$ cat src/rtl/matmul10_ctrl_mac_if.sv
// Signal bundle between the matmul sequencer/MAC core and the enclosing top level.
// The top level acts as master; the core is the slave.
interface matmul10_ctrl_mac_if #(
    parameter int N  = 10,
    parameter int DW = 8,
    parameter int RW = 16
);
    // Strobe protocol: load, start_mac and w_en are single-cycle level strobes.
    // The top level acts on each one at the rising edge where it is high.
    // There is no back-pressure; mm_done is a level qualifier, not a handshake.
    logic            start;
    logic            mm_done;
    logic [N*DW-1:0] a_vec;
    logic [N*DW-1:0] b_vec;
    logic            load;
    logic            start_mac;
    logic            w_en;
    logic            done;
    logic [RW-1:0]   sop;
    logic [1:0]      state_dbg;

    modport master (
        output start, mm_done, a_vec, b_vec,
        input  load, start_mac, w_en, done, sop, state_dbg
    );

    modport slave (
        input  start, mm_done, a_vec, b_vec,
        output load, start_mac, w_en, done, sop, state_dbg
    );
endinterface

$ cat src/rtl/matmul10_ctrl_mac.sv
// Sequencing FSM plus a combinational 10-term signed dot product for a 10x10 int8 matrix multiplier.
// The core drives load/operand-advance/write strobes; the top level owns the counters and memories.
module matmul10_ctrl_mac #(
    parameter int N  = 10,
    parameter int DW = 8,
    parameter int RW = 16
) (
    input  logic                clk,
    input  logic                rst,
    matmul10_ctrl_mac_if.slave  bus
);

    localparam int PW = 2 * DW;
    localparam int SW = 20;

    typedef enum logic [1:0] {
        IDLE    = 2'd0,
        LOAD    = 2'd1,
        COMPUTE = 2'd2,
        FIN     = 2'd3
    } state_t;

    state_t state;
    state_t state_nxt;
    logic   primed;

    always_ff @(posedge clk or posedge rst) begin
        if (rst) begin
            state  <= IDLE;
            primed <= 1'b0;
        end else begin
            state  <= state_nxt;
            // Write lags the operand latch by one cycle, so w_en only opens after the first COMPUTE cycle.
            primed <= (state == COMPUTE);
        end
    end

    always_comb begin
        state_nxt     = state;
        bus.load      = 1'b0;
        bus.start_mac = 1'b0;
        bus.w_en      = 1'b0;
        bus.done      = 1'b0;
        case (state)
            IDLE: begin
                if (bus.start) state_nxt = LOAD;
            end
            LOAD: begin
                bus.load  = 1'b1;
                state_nxt = COMPUTE;
            end
            COMPUTE: begin
                bus.start_mac = !bus.mm_done;
                bus.w_en      = primed;
                if (bus.mm_done) state_nxt = FIN;
            end
            FIN: begin
                bus.done = 1'b1;
                if (!bus.start) state_nxt = IDLE;
            end
            default: state_nxt = IDLE;
        endcase
    end

    assign bus.state_dbg = state;

    logic signed [SW-1:0] acc;

    always_comb begin
        logic signed [PW-1:0] a_ext;
        logic signed [PW-1:0] b_ext;
        logic signed [PW-1:0] prod;
        acc   = '0;
        a_ext = '0;
        b_ext = '0;
        prod  = '0;
        for (int k = 0; k < N; k++) begin
            a_ext = {{DW{bus.a_vec[k*DW+DW-1]}}, bus.a_vec[k*DW +: DW]};
            b_ext = {{DW{bus.b_vec[k*DW+DW-1]}}, bus.b_vec[k*DW +: DW]};
            prod  = a_ext * b_ext;
            acc   = acc + {{(SW-PW){prod[PW-1]}}, prod};
        end
    end

    // Result wraps modulo 2^16; no saturation.
    assign bus.sop = acc[RW-1:0];

endmodule

$ cat src/flat_wrapper.sv
// flat-port wrapper written by rule: the top's interface ports become plain ports
module matmul10_ctrl_mac_flat 
#(
    parameter int N  = 10,
    parameter int DW = 8,
    parameter int RW = 16
)
  (clk, rst, bus_start, bus_mm_done, bus_a_vec, bus_b_vec, bus_load, bus_start_mac, bus_w_en, bus_done, bus_sop, bus_state_dbg);
  matmul10_ctrl_mac_if #(.N(N), .DW(DW), .RW(RW)) bus_i ();
  input  logic clk;
  input  logic rst;
  input wire logic [$bits(bus_i.start)-1:0] bus_start;
  input wire logic [$bits(bus_i.mm_done)-1:0] bus_mm_done;
  input wire logic [$bits(bus_i.a_vec)-1:0] bus_a_vec;
  input wire logic [$bits(bus_i.b_vec)-1:0] bus_b_vec;
  output wire logic [$bits(bus_i.load)-1:0] bus_load;
  output wire logic [$bits(bus_i.start_mac)-1:0] bus_start_mac;
  output wire logic [$bits(bus_i.w_en)-1:0] bus_w_en;
  output wire logic [$bits(bus_i.done)-1:0] bus_done;
  output wire logic [$bits(bus_i.sop)-1:0] bus_sop;
  output wire logic [$bits(bus_i.state_dbg)-1:0] bus_state_dbg;
  assign bus_i.start = bus_start;
  assign bus_i.mm_done = bus_mm_done;
  assign bus_i.a_vec = bus_a_vec;
  assign bus_i.b_vec = bus_b_vec;
  assign bus_load = bus_i.load;
  assign bus_start_mac = bus_i.start_mac;
  assign bus_w_en = bus_i.w_en;
  assign bus_done = bus_i.done;
  assign bus_sop = bus_i.sop;
  assign bus_state_dbg = bus_i.state_dbg;
  matmul10_ctrl_mac #(.N(N), .DW(DW), .RW(RW)) u_core (.clk(clk), .rst(rst), .bus(bus_i));
endmodule
$ cat config.mk
export PLATFORM = sky130hd
export DESIGN_NAME = matmul10_ctrl_mac_flat
export DESIGN_NICKNAME = d
export VERILOG_FILES = /design/src/rtl/matmul10_ctrl_mac_if.sv /design/src/rtl/matmul10_ctrl_mac.sv /design/src/flat_wrapper.sv
export SDC_FILE = /design/constraint.sdc
export NUM_CORES = 2
export LEC_CHECK = 0
export CORE_ASPECT_RATIO = 0.7
export CORE_MARGIN = 3
export CORE_UTILIZATION = 55
export DETAILED_ROUTE_END_ITERATION = 10
export PLACE_DENSITY_LB_ADDON = 0.2
export SETUP_SLACK_MARGIN = 0.1
export SYNTH_ARGS = -nofsm -noshare
export SYNTH_HDL_FRONTEND = slang
export SYNTH_SLANG_ARGS = --single-unit
$ cat constraint.sdc
create_clock -name clk -period 12.15 [get_ports clk]
set_clock_uncertainty 0.15 [all_clocks]
set_input_delay 1.215 -clock clk [delete_from_list [all_inputs] [get_ports clk]]
set_output_delay 1.215 -clock clk [all_outputs]
set_load 0.05 [all_outputs]
Yosys cells after proc, flatten, opt, wreduce, memory -nomap -nowiden
Cells that the tools add are included.
W data, S select, Z words.
{ "word_totals": {"in_bits": 164, "ff_bits": 3, "out_inout_bits": 22, "wordCells": 38} }
{ "op_classes": {"addsub": 9, "muxes": 8, "multipliers": 10, "reduce_logical": 3, "n_eq_ne": 6} }
{ "ops": {"columns": ["cell", "count"], "rows": [
  ["$mul A8 B8 Y16", 10],
  ["$add A16 B16 Y16", 9],
  ["$pmux W2 S4", 1],
  ["$mux W2", 3],
  ["$ne A2 B2 Y1 const B", 3],
  ["$eq A2 B2 Y1 const B", 2],
  ["$mux W1", 4],
  ["$reduce_and A3 Y1", 1],
  ["$eq A2 B1 Y1 const B", 1],
  ["$logic_not A2 Y1", 1],
  ["$logic_not A1 Y1", 1]
]} }

Depth between registers and ports, before layout
{ "logic_depth": {"word_depth": 10, "mapped_depth": 30, "mapped_depth_nobuf": 30} }

Worst setup path after synthesis
OpenSTA, ideal clock, no wires.
{ "synth_timing": {"path_kind": "in2out", "start": "in bus_a_vec[63]", "end": "out bus_sop[11]", "path_buffers": 0, "setup_slack_ns": 2.065, "required_time_ns": 10.785, "arrival_ns": 8.720, "path_stages": 26, "cell_sequence": "and2_1 -> inv_1 -> fa_1 -> inv_1 -> fa_1 -> inv_1 -> fa_1 -> fa_1 -> inv_1 -> fa_1 -> inv_1 -> fa_1 -> fa_1 -> inv_1 -> fa_1 -> fa_1 -> inv_1 -> fa_1 -> inv_1 -> ha_1 -> a21boi_0 -> o21ai_0 -> a21boi_0 -> o21ai_0 -> nor2b_1 -> xnor2_1"} }
{ "synth_via": {"elab_chain_cells": 4} }
{ "synth_lines": {"columns": ["item", "line", "source"], "rows": [
  ["from (decl)", "flat_wrapper.sv:14", "input wire logic [$bits(bus_i.a_vec)-1:0] bus_a_vec;"],
  ["$mul A8 B8 Y16", "matmul10_ctrl_mac.sv:80", "prod = a_ext * b_ext;"],
  ["$add A16 B16 Y16 (3 in a row)", "matmul10_ctrl_mac.sv:81", "acc = acc + {{(SW-PW){prod[PW-1]}}, prod};"],
  ["to (decl)", "flat_wrapper.sv:20", "output wire logic [$bits(bus_i.sop)-1:0] bus_sop;"]
]} }
No other way between the ends.

Worst setup path in the final report
{ "layout_timing": {"start": "in bus_b_vec[48]", "end": "out bus_sop[14]"} }
{ "layout_via": {"elab_chain_cells": 5} }
{ "layout_lines": {"columns": ["item", "line", "source"], "rows": [
  ["from (decl)", "flat_wrapper.sv:15", "input wire logic [$bits(bus_i.b_vec)-1:0] bus_b_vec;"],
  ["$mul A8 B8 Y16", "matmul10_ctrl_mac.sv:80", null],
  ["$add A16 B16 Y16 (4 in a row)", "matmul10_ctrl_mac.sv:81", null]
]} }
No other way between the ends.

==> impl_metrics.json <==
{
  "whs_path_depth": 2,
  "max_stage_delay_ns": 0.81,
  "boundaryPins": 186,
  "antenna_found_initial": 3,
  "synth_commonest_cells": "inv_1 (880), fa_1 (768), and2_1 (324)",
  "drv_cap": 0,
  "relSlewSlack_pct": 60.3,
  "reg2regPathDepth": 5,
  "coreArea_um2": 45600,
  "seq_area_frac_synth_pct": 0.291,
  "synth_enable_flop_cells": 0,
  "synth_fp_nets": 3770,
  "hpwl_mm": 64.6,
  "crit_path_end_kind": "output port",
  "drive_gt1_share_pct": 0.843,
  "clock_latency_ns": 0.22,
  "nFillCells": 3866,
  "start_util_pct": 56.5,
  "grt_pass1_vias": 20170,
  "tightestPinTransition_ns": 0.594,
  "r2r-end": "u_core.bus.state_dbg[1]",
  "ctsHtreeMaxLevel": 1,
  "crit_top_cell": "fa_1",
  "min_period_ns": 11.68,
  "root_buffer": "clkbuf_16",
  "wl_per_cell_um": 19.7,
  "status": "finished clean",
  "synth_area_um2": 25800,
  "post-route-period-util_pct": 96.1,
  "drc_errors": 0,
  "cts_tree": "built",
  "dieArea_um2": 49500,
  "drtAntennaViolNets": 0,
  "maxClockFrequency_mhz": 85.6,
  "pre_cts_ws_ns": 0.201,
  "slowest_stage": "clkdlybuf4s50_1",
  "syn_inst": 2640,
  "hp-class": "flop to flop",
  "grt_pass1_wl_mm": 113,
  "yosys.cell_count.top_type": "inv_1",
  "hold_path.startpoint": "u_core.bus.state_dbg[0]",
  "required_ns": 10.78,
  "slew_violations": 0,
  "worstPathArrival_ns": 10.31,
  "rrSetupSlack_ns": 10.54,
  "grt_use_total_pct": 29.7,
  "utilization_pct": 62.7,
  "criticalPathCategory": "primary input to output port",
  "drtIter0Drc": 1182,
  "die_h_um": 187,
  "rows": 65,
  "firstDrtPassIters": 5,
  "yosys_most_used_dff": "dfrtp_1",
  "gp_routability_congestion": 0.933,
  "path_clk_slew_ns": 0.03,
  "vias_per_cell": 5.08,
  "rsz0062_at_grt": "no",
  "async_reset_ff_share_pct": 100,
  "synth_area_per_cell_um2": 9.76,
  "cp-start-kind": "primary input",
  "ys_seq_elements": 3,
  "hold_violations": 0,
  "die_x_um": 265,
  "drt_wl_total_mm": 68.1,
  "setup_viol_count_final": 0,
  "ctsHoldBuffers": 0,
  "yosysUniqueCellTypes": 30,
  "nNetsFinal": 3978,
  "clock_sinks": 3,
  "grt_overflow": 0,
  "hold_path_end": "u_core.bus.state_dbg[0]",
  "ys_warn_count": 0,
  "numPortBuffers": 185,
  "ys_top_cells_by_area": "fa_1 (60%), inv_1 (13%), ha_1 (9.6%)",
  "setup_ws_ns": 0.472,
  "path_max_fanout": 8,
  "yosysTopAreaCellShare_pct": 59.7,
  "synth_largest_area_cell": "fa_1",
  "syn_to_final_growth_pct": 11.0,
  "rr_startpoint": "u_core.bus.state_dbg[0]",
  "grt_max_degree": 10,
  "cts_made_buffers": 3,
  "vias": 17526,
  "cts.path.max_buffers": 2,
  "tns_ns": 0
}
[per-stage QoR]
step	instance area, µm²	hold WS, ns	cells
CTS	28600	0.503	3450
finish	28600	0.493	3453
global route	28600	0.545	3453
detailed placement	28500	0.499	3446
global placement	28500	0.447	3446
floorplan	25800	0.675	2640
[cells in the final DEF (no fill, tap or decap), types with 2 or more instances in the layout]
cell	netlist	final
a211oi_1	4	3
a21boi_0	2	2
a21oi_1	6	6
and2_1	324	324
buf_4	0	19
clkbuf_16	0	3
clkdlybuf4s50_1	0	184
dfrtp_1	3	3
diode_2	0	3
fa_1	768	768
ha_1	198	198
inv_1	880	880
nand2_1	241	241
nand2b_1	39	39
nor2_1	18	18
nor2b_1	35	35
nor3_1	4	4
o21ai_0	11	11
xnor2_1	82	82
xor2_1	11	11
[kinds of logic (layout without fill, tap and decap cells)]
kind of cell / after synthesis / after routing / share of synthesized area (%)
AO/OA/AOI/OAI: 29 / 29 / 0.680
XOR/XNOR: 93 / 93 / 3.16
adder cells (fa/ha/maj): 966 / 966 / 69.3
buffers and inverters: 881 / 1088 / 12.8
flip-flops: 3 / 3 / 0.291
multiplexers: 1 / 1 / 0.0389
other: 0 / 3 / 0
AND/OR/NAND/NOR: 667 / 667 / 13.7
[critical path, delay by kind of cell]
kind                     cells  cell delay [ns]
AO/OA/AOI/OAI                1             0.18
adder cells (fa/ha/maj)     11             5.59
buffers and inverters       10             2.22
AND/OR/NAND/NOR              4             1.06
[sequential cells by signal, indices dropped and copies added, names as in the netlist]
signal,cells
u_core.primed,1
u_core.bus.state_dbg,2
[repair_timing]
| item | 4_1_cts | 5_1_grt |
|---|---|---|
| gates resized for setup | 0 | 2 |
| buffers inserted | 0 | 0 |
| setup endpoints to repair | 0 | 1 |
[metal layers]
layer  up-vias  GRT usage, %  part of all wire [%]
li1       7722             -                     -
met1      9035          47.3                    46
met2       731          42.8                    42
met3        38          7.30                    10
met4         0          2.94                   1.0
met5         -             0                     0
[how the worst max path moves through the flow]
stage,startpoint,end,depth (start not counted)
after global routing,bus_b_vec[48],bus_sop[14],26
after detailed placement,bus_b_vec[48],bus_sop[15],29
final,bus_b_vec[48],bus_sop[14],26
after global placement,bus_a_vec[7],bus_sop[15],28
after CTS,bus_b_vec[48],bus_sop[15],29
after floorplan,bus_a_vec[63],bus_sop[11],26
[final cells by class]
class	instances	area [µm²]	share of cell area [%]
antenna	3	7.51	0.0263
clock buffer	4	78.8	0.276
inverter	880	3300	11.6
multi-input combinational	1756	22400	78.3
sequential	3	75.1	0.263
tap	603	754	2.64
timing repair buffer	204	2000	6.98
Power is not shown: default switching activity piles up to over one toggle a cycle in this logic, so the estimate is an artifact.
